$ cat src/rtl/fc_output_classifier.sv
// ReLU + sequential signed argmax over the fully connected layer's result vector, result held under valid/ready.
// Optional best-minus-second margin output is enabled by defining FC_CLASSIFIER_MARGIN_EN.
module fc_output_classifier #(
    parameter int NUM_CLASSES = 10,
    parameter int DATA_WIDTH  = 16,
    parameter int FRAC_BITS   = 8,
    parameter int IDX_WIDTH   = 4
) (
    input  logic                                   clk,
    input  logic                                   rst_n,
    input  logic                                   valid_i,
    input  logic [NUM_CLASSES-1:0][DATA_WIDTH-1:0] data_i,
    output logic                                   busy_o,
    output logic                                   valid_o,
    input  logic                                   ready_i,
    output logic [IDX_WIDTH-1:0]                   class_o,
    output logic [DATA_WIDTH-1:0]                  max_value_o,
    output logic [NUM_CLASSES-1:0][DATA_WIDTH-1:0] relu_data_o,
    output logic [DATA_WIDTH-1:0]                  margin_o,
    output logic [7:0]                             drop_count_o,
    output logic [1:0]                             debug_state_o
);

    typedef enum logic [1:0] {
        IDLE = 2'd0,
        SCAN = 2'd1,
        HOLD = 2'd2
    } state_t;

    localparam logic [IDX_WIDTH-1:0]         LAST_IDX = IDX_WIDTH'(NUM_CLASSES - 1);
    localparam logic signed [DATA_WIDTH-1:0] MOST_NEG = {1'b1, {(DATA_WIDTH-1){1'b0}}};

    // FRAC_BITS only describes the Q format; values are compared raw.
    if (((1 << IDX_WIDTH) < NUM_CLASSES) || (FRAC_BITS >= DATA_WIDTH)) begin : g_bad_params
        $error("fc_output_classifier: inconsistent parameters");
    end

    state_t                                 state, state_nxt;
    logic [NUM_CLASSES-1:0][DATA_WIDTH-1:0] buf_q;
    logic [NUM_CLASSES-1:0][DATA_WIDTH-1:0] relu_q;
    logic [IDX_WIDTH-1:0]                   idx_q, best_idx_q, best_idx_nxt;
    logic signed [DATA_WIDTH-1:0]           cur, best_q, best_nxt;
    logic [IDX_WIDTH-1:0]                   class_q;
    logic [DATA_WIDTH-1:0]                  max_q;
    logic [7:0]                             drop_q;
    logic                                   capture, drop, scan_last;

    assign cur       = $signed(buf_q[idx_q]);
    assign scan_last = (state == SCAN) && (idx_q == LAST_IDX);

    always_ff @(posedge clk or negedge rst_n) begin
        if (!rst_n) state <= IDLE;
        else        state <= state_nxt;
    end

    // valid_o is high exactly in HOLD; a cycle with valid_o && ready_i transfers the result,
    // and a new valid_i in that same cycle is captured rather than dropped.
    always_comb begin
        state_nxt = state;
        capture   = 1'b0;
        drop      = 1'b0;
        case (state)
            IDLE: begin
                if (valid_i) begin
                    capture   = 1'b1;
                    state_nxt = SCAN;
                end
            end
            SCAN: begin
                drop = valid_i;
                if (scan_last) state_nxt = HOLD;
            end
            HOLD: begin
                if (ready_i) begin
                    capture   = valid_i;
                    state_nxt = valid_i ? SCAN : IDLE;
                end else begin
                    drop = valid_i;
                end
            end
            default: state_nxt = IDLE;
        endcase
    end

    // Strict greater-than keeps the lowest index on ties.
    always_comb begin
        best_nxt     = best_q;
        best_idx_nxt = best_idx_q;
        if (cur > best_q) begin
            best_nxt     = cur;
            best_idx_nxt = idx_q;
        end
    end

    always_ff @(posedge clk or negedge rst_n) begin
        if (!rst_n) begin
            buf_q      <= '0;
            relu_q     <= '0;
            idx_q      <= '0;
            best_idx_q <= '0;
            best_q     <= '0;
            class_q    <= '0;
            max_q      <= '0;
        end else if (capture) begin
            buf_q      <= data_i;
            idx_q      <= '0;
            best_idx_q <= '0;
            best_q     <= MOST_NEG;
        end else if (state == SCAN) begin
            relu_q[idx_q] <= (cur > 0) ? cur : '0;
            best_q        <= best_nxt;
            best_idx_q    <= best_idx_nxt;
            idx_q         <= idx_q + 1'b1;
            if (scan_last) begin
                class_q <= best_idx_nxt;
                max_q   <= best_nxt;
            end
        end
    end

    always_ff @(posedge clk or negedge rst_n) begin
        if (!rst_n)                      drop_q <= '0;
        else if (drop && drop_q != 8'hFF) drop_q <= drop_q + 8'd1;
    end

`ifdef FC_CLASSIFIER_MARGIN_EN
    localparam logic [DATA_WIDTH-1:0] MAX_POS = {1'b0, {(DATA_WIDTH-1){1'b1}}};

    logic signed [DATA_WIDTH-1:0] second_q, second_nxt;
    logic signed [DATA_WIDTH:0]   margin_wide;
    logic [DATA_WIDTH-1:0]        margin_q;

    // A new best demotes the old one; a value equal to best still qualifies as second.
    always_comb begin
        second_nxt = second_q;
        if (cur > best_q)        second_nxt = best_q;
        else if (cur > second_q) second_nxt = cur;
    end

    assign margin_wide = {best_nxt[DATA_WIDTH-1], best_nxt} - {second_nxt[DATA_WIDTH-1], second_nxt};

    always_ff @(posedge clk or negedge rst_n) begin
        if (!rst_n) begin
            second_q <= '0;
            margin_q <= '0;
        end else if (capture) begin
            second_q <= MOST_NEG;
        end else if (state == SCAN) begin
            second_q <= second_nxt;
            if (scan_last) begin
                margin_q <= (margin_wide[DATA_WIDTH:DATA_WIDTH-1] != 2'b00) ? MAX_POS
                                                                             : margin_wide[DATA_WIDTH-1:0];
            end
        end
    end

    assign margin_o = margin_q;
`else
    assign margin_o = '0;
`endif

    assign busy_o        = (state != IDLE);
    assign valid_o       = (state == HOLD);
    assign class_o       = class_q;
    assign max_value_o   = max_q;
    assign relu_data_o   = relu_q;
    assign drop_count_o  = drop_q;
    assign debug_state_o = state;

endmodule

$ cat config.mk
export PLATFORM = sky130hd
export DESIGN_NAME = fc_output_classifier
export DESIGN_NICKNAME = d
export VERILOG_FILES = /design/src/rtl/fc_output_classifier.sv
export SDC_FILE = /design/constraint.sdc
export NUM_CORES = 1
export LEC_CHECK = 0
export BUFFER_PORTS_ARGS = -buffer_cell sky130_fd_sc_hd__buf_2
export CORE_ASPECT_RATIO = 1.4
export CORE_UTILIZATION = 50
export CTS_CLUSTER_SIZE = 14
export DETAILED_ROUTE_END_ITERATION = 10
export PLACE_DENSITY = 0.75
export SYNTH_ARGS = -nofsm -noshare
export SYNTH_HDL_FRONTEND = slang
export SYNTH_SLANG_ARGS = --single-unit
$ cat constraint.sdc
create_clock -name clk -period 4.9 [get_ports clk]
set_clock_uncertainty 0.1 [all_clocks]
set_input_delay 1.225 -clock clk [delete_from_list [all_inputs] [get_ports clk]]
set_output_delay 1.225 -clock clk [all_outputs]
set_load 0.02 [all_outputs]
==> run metrics, run 1 <==
status=completed; period utilization=between 90% and 100%; Vias per Instance=~5.4; Post-CTS Setup Repair Bufs=0; Die X=153 um; leading cell types by count after synthesis=nand2_1, dfrtp_1, o21ai_0, clkbuf_1, mux2i_1; Unique masters post-synth=between 40 and 50; reg2reg end=max_value_o[0]; Slew headroom=23.6%; Post-synth top flop=dfrtp_1; startpoint types=register; initial antenna violation count=1; Crit path largest cell delay=0.81 ns; CTS tree=done; CP Class=register to register; Crit. End Element=register; Syn Inst Count=1,660; largest net degree at the start of global routing=128; peak supply drop=416 uV; initial drt markers=just under 1,000; Final Hold Fails=0; DRT antenna net count=0; placer congestion estimate=0.883; CTS Buf Count=36; sequential area share after synthesis=58.4%; post-layout min period=between 4 and 5 ns; Synth Register Bits=374; Core Footprint=0.0316 mm^2; # hold bufs at CTS=0; DRC viols=0; Via Count=13,030; post-synthesis cell area=0.0160 mm^2; final setup violation count=0; clk_lat worst skew=0.54 ns; # resized after CTS=0; All-Layer GR Usage=28.6%; Detail Placement HPWL=33,300 um; reg2reg start=idx_q[0]; GRT overflow=0; vias in the first global route=12,943; DIE HEIGHT=around 210 um; Yosys top cell area share=58.4%; Starting Density=50.7%; Cell Pwr Density=781 mW/mm^2; Pre-antenna DRT Iters=8; CTS sink cnt=374; Critical Path Source=idx_q[0]; hold crit path type=register to register; FF-to-FF setup slack=between 0.4 and 0.5 ns; Lkg Pwr=10.1 nW; final setup TNS=0 ns; worst r2r path cells=11; fin area=0.0193 mm^2; CTS H-Tree Depth=2; Synth Area per Inst=~9.7 um^2; largest cells by area after synthesis=dfrtp_1, nand2_1, o21ai_0, mux4_2, mux2i_1; share of post-route cells with drive strength above 1=24.9%; global-route wire length before repair=71,600 um; end-of-flow core utilization=61.0%; area delta synth->final=20.2%; WL final=46,100 um; Max Cap Violations=0; EDFF count, synth=0; f_max=0.227 GHz; ys async rst share=100%; Min Hold Slack=0.373 ns; average wire per standard cell=19.2 um; Clock Tree Buf Depth=3; DIE AREA=0.0328 mm^2; CP required=5.23 ns; Critical Path AT=4.75 ns; final net count=2,165; Clock Tree Root=clkbuf_16; Syn. warnings=0; placed cell area=~0.018 mm^2; worst-margin pin slew=1.14 ns; Worst-path clk slew=roughly 0.07 ns; crit path cell chain=buf_12 > mux4_2 > a221o_1 > ha_1 > nand4_1 > nor4_1 > a21boi_2 > nor4_2 > buf_4 > nor3_1 > o31ai_1; RSZ-0062 raised after global routing=false; worst setup path end=max_value_o[0]; # IOs=372; CP Max Fanout=25; Max Slew Vio Count=0; # rows=77; port bufs=355; count leader, synth=nand2_1; Critical-path top delay cell=nor4_2; Yosys top cell by area=dfrtp_1
-- power breakdown --
group	internal (W)	switching (W)	total, W
sequential	0.00434	0.000843	0.00518
combinational	0.00234	0.00482	0.00716
clock	0.00151	0.00118	0.00269
-- stage by stage --
stage | worst slack (ns) | std cells | total power, W
after global routing | 0.179 | 2397 | 0.0160
after floorplan | 1.25 | 1675 | 0.00977
final | 0.487 | 2397 | 0.0150
after global placement | 0.614 | 2333 | 0.0122
after detailed placement | 0.504 | 2333 | 0.0123
after CTS | 0.479 | 2396 | 0.0151
-- worst min-delay path by stage --
stage | start | endpoint | slack (ns) | cells after the start
2_1_floorplan | buf_q[146] | buf_q[146] | 0.34 | 2
3_3_place_gp | buf_q[18] | buf_q[18] | 0.35 | 2
5_1_grt | max_value_o[12] | max_value_o[12] | 0.39 | 2
6_report | buf_q[128] | buf_q[128] | 0.37 | 2
4_1_cts | max_value_o[14] | max_value_o[14] | 0.38 | 2
3_5_place_dp | buf_q[146] | buf_q[146] | 0.36 | 2
-- cells in the final DEF, fill, tap and decap left out, types with 4 or more instances in the layout --
master,count
nor2_1,15
buf_2,354
o22ai_1,14
clkinv_2,8
o31ai_1,25
inv_1,23
nand3_1,18
mux2_2,17
and2_1,10
a221o_1,14
conb_1,16
ha_1,25
a21oi_1,25
mux2i_1,36
o31ai_2,4
xnor2_1,7
o21ai_1,12
o2111ai_1,14
clkbuf_1,8
nand2_2,7
buf_12,6
nand4_1,5
buf_4,24
clkbuf_16,36
mux4_2,18
dfrtp_1,372
nand2_1,684
o21ai_0,141
clkbuf_8,6
nor3_1,17
-- cell type report --
class	count	area, um^2
antenna	1	2.50
clock buffer	50	1010
clock inverter	13	126
fill	2663	12300
inverter	23	86.3
multi-input combinational	1156	6090
sequential	374	9360
tap	395	494
timing repair buffer	385	2090
-- critical path, delay by kind of cell (launching register included) --
kind / cells / cell delay (ns)
adders and majority gates: 1 / 0.32
buffers and inverters: 2 / 0.67
and+or+nand+nor: 4 / 1.17
muxes: 1 / 0.54
DFF: 1 / 0.61
AOI/OAI and AO/OA: 3 / 0.90
-- state kept, by name, summed over array words and instances, names as in the netlist --
register	flops
drop_count_o	8
debug_state_o	2
idx_q	4
best_idx_q	4
class_o	4
best_q	16
relu_data_o	160
max_value_o	16
buf_q	160
-- layer usage --
layer  track usage (%)  part of all wire [%]  vias to the layer above
li1                  -                     -                     6090
met1              34.5                    38                     6228
met2              50.2                    50                      600
met3              4.41                   6.7                      112
met4              14.7                   4.9                        0
met5                 0                     0                        -
-- kinds of logic after synthesis --
family	Yosys count	share of synthesized area [%]
simple gates	769	18.9
flops	374	58.4
compound gates	265	10.1
buf+inv	145	4.14
mux	71	5.97
fa+ha+maj	25	1.95
xor+xnor	10	0.546
other cells	1	0.0234
No activity file was read; power rests on OpenSTA's default activity.
==> inputs of run 2 (changes only) <==
- CORE_ASPECT_RATIO: 1.4 -> 1.5
==> run 2 against run 1 <==
Setup slack improved by 0.045 ns. Critical path depth did not move. First-iteration DRC count fell by 25%. Clock power rose by 4%. Design area barely moved. Total power rose by 0.29%. Final cell count did not move. Largest power group unchanged. Non-clock buffer count fell by 5.
==> run metrics, run 2 (synthesis gave the netlist of run 1 again) <==
crit path buf inv count=1 (-1); Via Count=13,037 (+0.054%); Crit path depth=11 (unchanged); hold crit path type=register to register; final setup violation count=0 (unchanged); RSZ-0062 raised after global routing=false; GRT overflow=0 (unchanged); worst r2r path cells=11 (unchanged); Seq pwr share=34.3% (-0.2 points); commonest cells after routing, fill and taps aside=nand2_1, dfrtp_1, buf_2; combinational fraction of design power=47.2% (-0.4 points); Pre-antenna DRT Iters=6 (-2); Cell Pwr Density=783 mW/mm^2 (+0.27%); dpl ws=0.592 ns (+0.0886 ns); CTS sink cnt=374 (unchanged); final setup TNS=0 ns (unchanged); CTS H-Tree Depth=2 (unchanged); Vias per Instance=5.44 (about the same); initial drt markers=727 (-25%); Critical-path top delay cell=dfrtp_2; initial antenna violation count=2 (+1); port bufs=355 (unchanged); Detail Placement HPWL=32,800 um (-1.6%); Internal=0.00832 W (+1.6%); Max Slew Vio Count=0 (unchanged); commonest non-fill, non-tap cell in the layout=nand2_1; delay-heaviest family, CP=compound AO/OA/AOI/OAI gates; most frequent CP cell=nand2_1; final net count=2,160 (-0.23%); Min Hold Slack=0.373 ns (+0.000590 ns); Worst-path clk slew=0.06 ns (about the same); Sw Share=44.8% (-0.69 points); Die X=148 um (-3.3%); worst setup path end=max_value_o[4]; Lkg Pwr=10.1 nW (-0.27%); crit path cell chain=inv_1 > nand2_1 > o22ai_1 > a221o_1 > ha_1 > nand2_1 > o21a_1 > o311ai_1 > o311a_2 > nor3_1 > o31ai_1; average wire per standard cell=19.0 um (-1.3%); Clock Tree Root=clkbuf_16; Max Cap Violations=0 (unchanged); f_max=0.229 GHz (+1.0%); All-Layer GR Usage=28.1% (-0.52 points); WL final=45,500 um (-1.3%); Starting Density=51.3% (+0.59 points); reg2reg end=max_value_o[4]; # hold bufs at CTS=0 (unchanged); share of post-route cells with drive strength above 1=24.7% (-0.21 points); # resized after CTS=0 (unchanged); Clock power frac=18.5% (+0.6 points); Clock Tree Buf Depth=3 (unchanged); period utilization=89.2% (-0.91 points); status=completed; Final Hold Fails=0 (unchanged); DIE HEIGHT=221 um (+3.5%); DRC viols=0 (unchanged); area delta synth->final=20.2% (about the same); # IOs=372 (unchanged); Slew headroom=23.5% (-0.12 points); final worst setup slack=0.531 ns (+0.0446 ns); Crit. End Element=register; DRT antenna net count=0 (unchanged); CTS Buf Count=36 (unchanged); Critical Path AT=4.68 ns (-0.07 ns); clk_lat worst skew=0.53 ns (about the same); FF-to-FF setup slack=0.53 ns (+0.04 ns); Post-CTS Setup Repair Bufs=0 (unchanged); vias in the first global route=12,768 (-1.4%); placer congestion estimate=0.849 (-3.9%); # rows=79 (+2.6%); Crit path largest cell delay=0.70 ns (-0.11 ns); global-route wire length before repair=70,800 um (-1.1%); peak supply drop=647 uV (+55%); CP Class=register to register; Core Footprint=0.0312 mm^2 (-1.2%); worst-margin pin slew=1.14 ns (+0.00174 ns); startpoint types=register; post-layout min period=4.37 ns (-0.0446 ns); largest net degree at the start of global routing=186 (+45%); CP required=5.21 ns (-0.02 ns); Critical Path Source=idx_q[1]; CP Max Fanout=32 (+28%); DIE AREA=0.0328 mm^2 (about the same); reg2reg start=idx_q[1]; Net Switching=0.00676 W (-1.2%); CTS tree=done
run 2: cell count changes in the layout (fill, tap and decap cells not counted):
| cell | previous run | this run |
|---|---|---|
| nor3_1 | 17 | 18 |
| clkinv_2 | 8 | 2 |
| clkbuf_1 | 8 | 3 |
| clkinv_8 | 3 | 0 |
| diode_2 | 1 | 2 |
| clkbuf_16 | 36 | 37 |
| clkbuf_8 | 6 | 7 |
| buf_4 | 24 | 19 |
| bufinv_16 | 1 | 3 |
| clkinvlp_4 | 1 | 5 |
| nor3_2 | 1 | 0 |
run 2: layout make-up:
type | instances | area, um^2
Antenna cell | 2 | 5.00
Clock buffer | 47 | 1030
Clock inverter | 10 | 138
Fill cell | 2607 | 12000
Inverter | 23 | 86.3
Multi-Input combinational cell | 1156 | 6090
Sequential cell | 374 | 9360
Tap cell | 405 | 507
Timing Repair Buffer | 380 | 2050
run 2: through the flow:
stage          total power [W]  util [%]  cell area, um^2  cells
4_1_cts                 0.0151      61.7            19300   2395
5_1_grt                 0.0160      61.7            19300   2397
3_3_place_gp            0.0121      57.9            18100   2338
2_1_floorplan          0.00977         -            16100   1675
6_report                0.0151      61.7            19300   2397
3_5_place_dp            0.0123      57.9            18100   2338
run 2: metal layers:
metal | part of all wire [%] | vias to the layer above | track usage [%]
met5 | 0 | - | 0
met4 | 5.3 | 0 | 14.5
met3 | 5.9 | 118 | 3.67
met2 | 51 | 522 | 48.3
met1 | 38 | 6305 | 34.4
li1 | - | 6092 | -
run 2: how the worst min path moves through the flow:
stage | startpoint | endpoint | slack [ns] | depth (start not counted)
after floorplan | buf_q[146] | buf_q[146] | 0.34 | 2
after global placement | buf_q[80] | buf_q[80] | 0.35 | 2
after detailed placement | buf_q[17] | buf_q[17] | 0.36 | 2
after CTS | buf_q[17] | buf_q[17] | 0.38 | 2
after global routing | buf_q[128] | buf_q[128] | 0.39 | 2
final | buf_q[124] | buf_q[124] | 0.37 | 2
run 2: power by group through the flow:
stage / registers, W / logic [W] / clock network (W)
2_1_floorplan: 0.00559 / 0.00418 / 0
3_3_place_gp: 0.00516 / 0.00696 / 0
3_5_place_dp: 0.00521 / 0.00713 / 0
4_1_cts: 0.00516 / 0.00717 / 0.00282
5_1_grt: 0.00529 / 0.00782 / 0.00294
6_report: 0.00518 / 0.00712 / 0.00279
run 2: worst reg2reg max path, delay by kind of cell (launching register included):
kind                     cells  cell delay [ns]
adder cells (fa/ha/maj)      1             0.31
buffers and inverters        1             0.25
AND/OR/NAND/NOR              3             0.66
AO/OA/AOI/OAI                6             2.24
flip-flops                   1             0.70
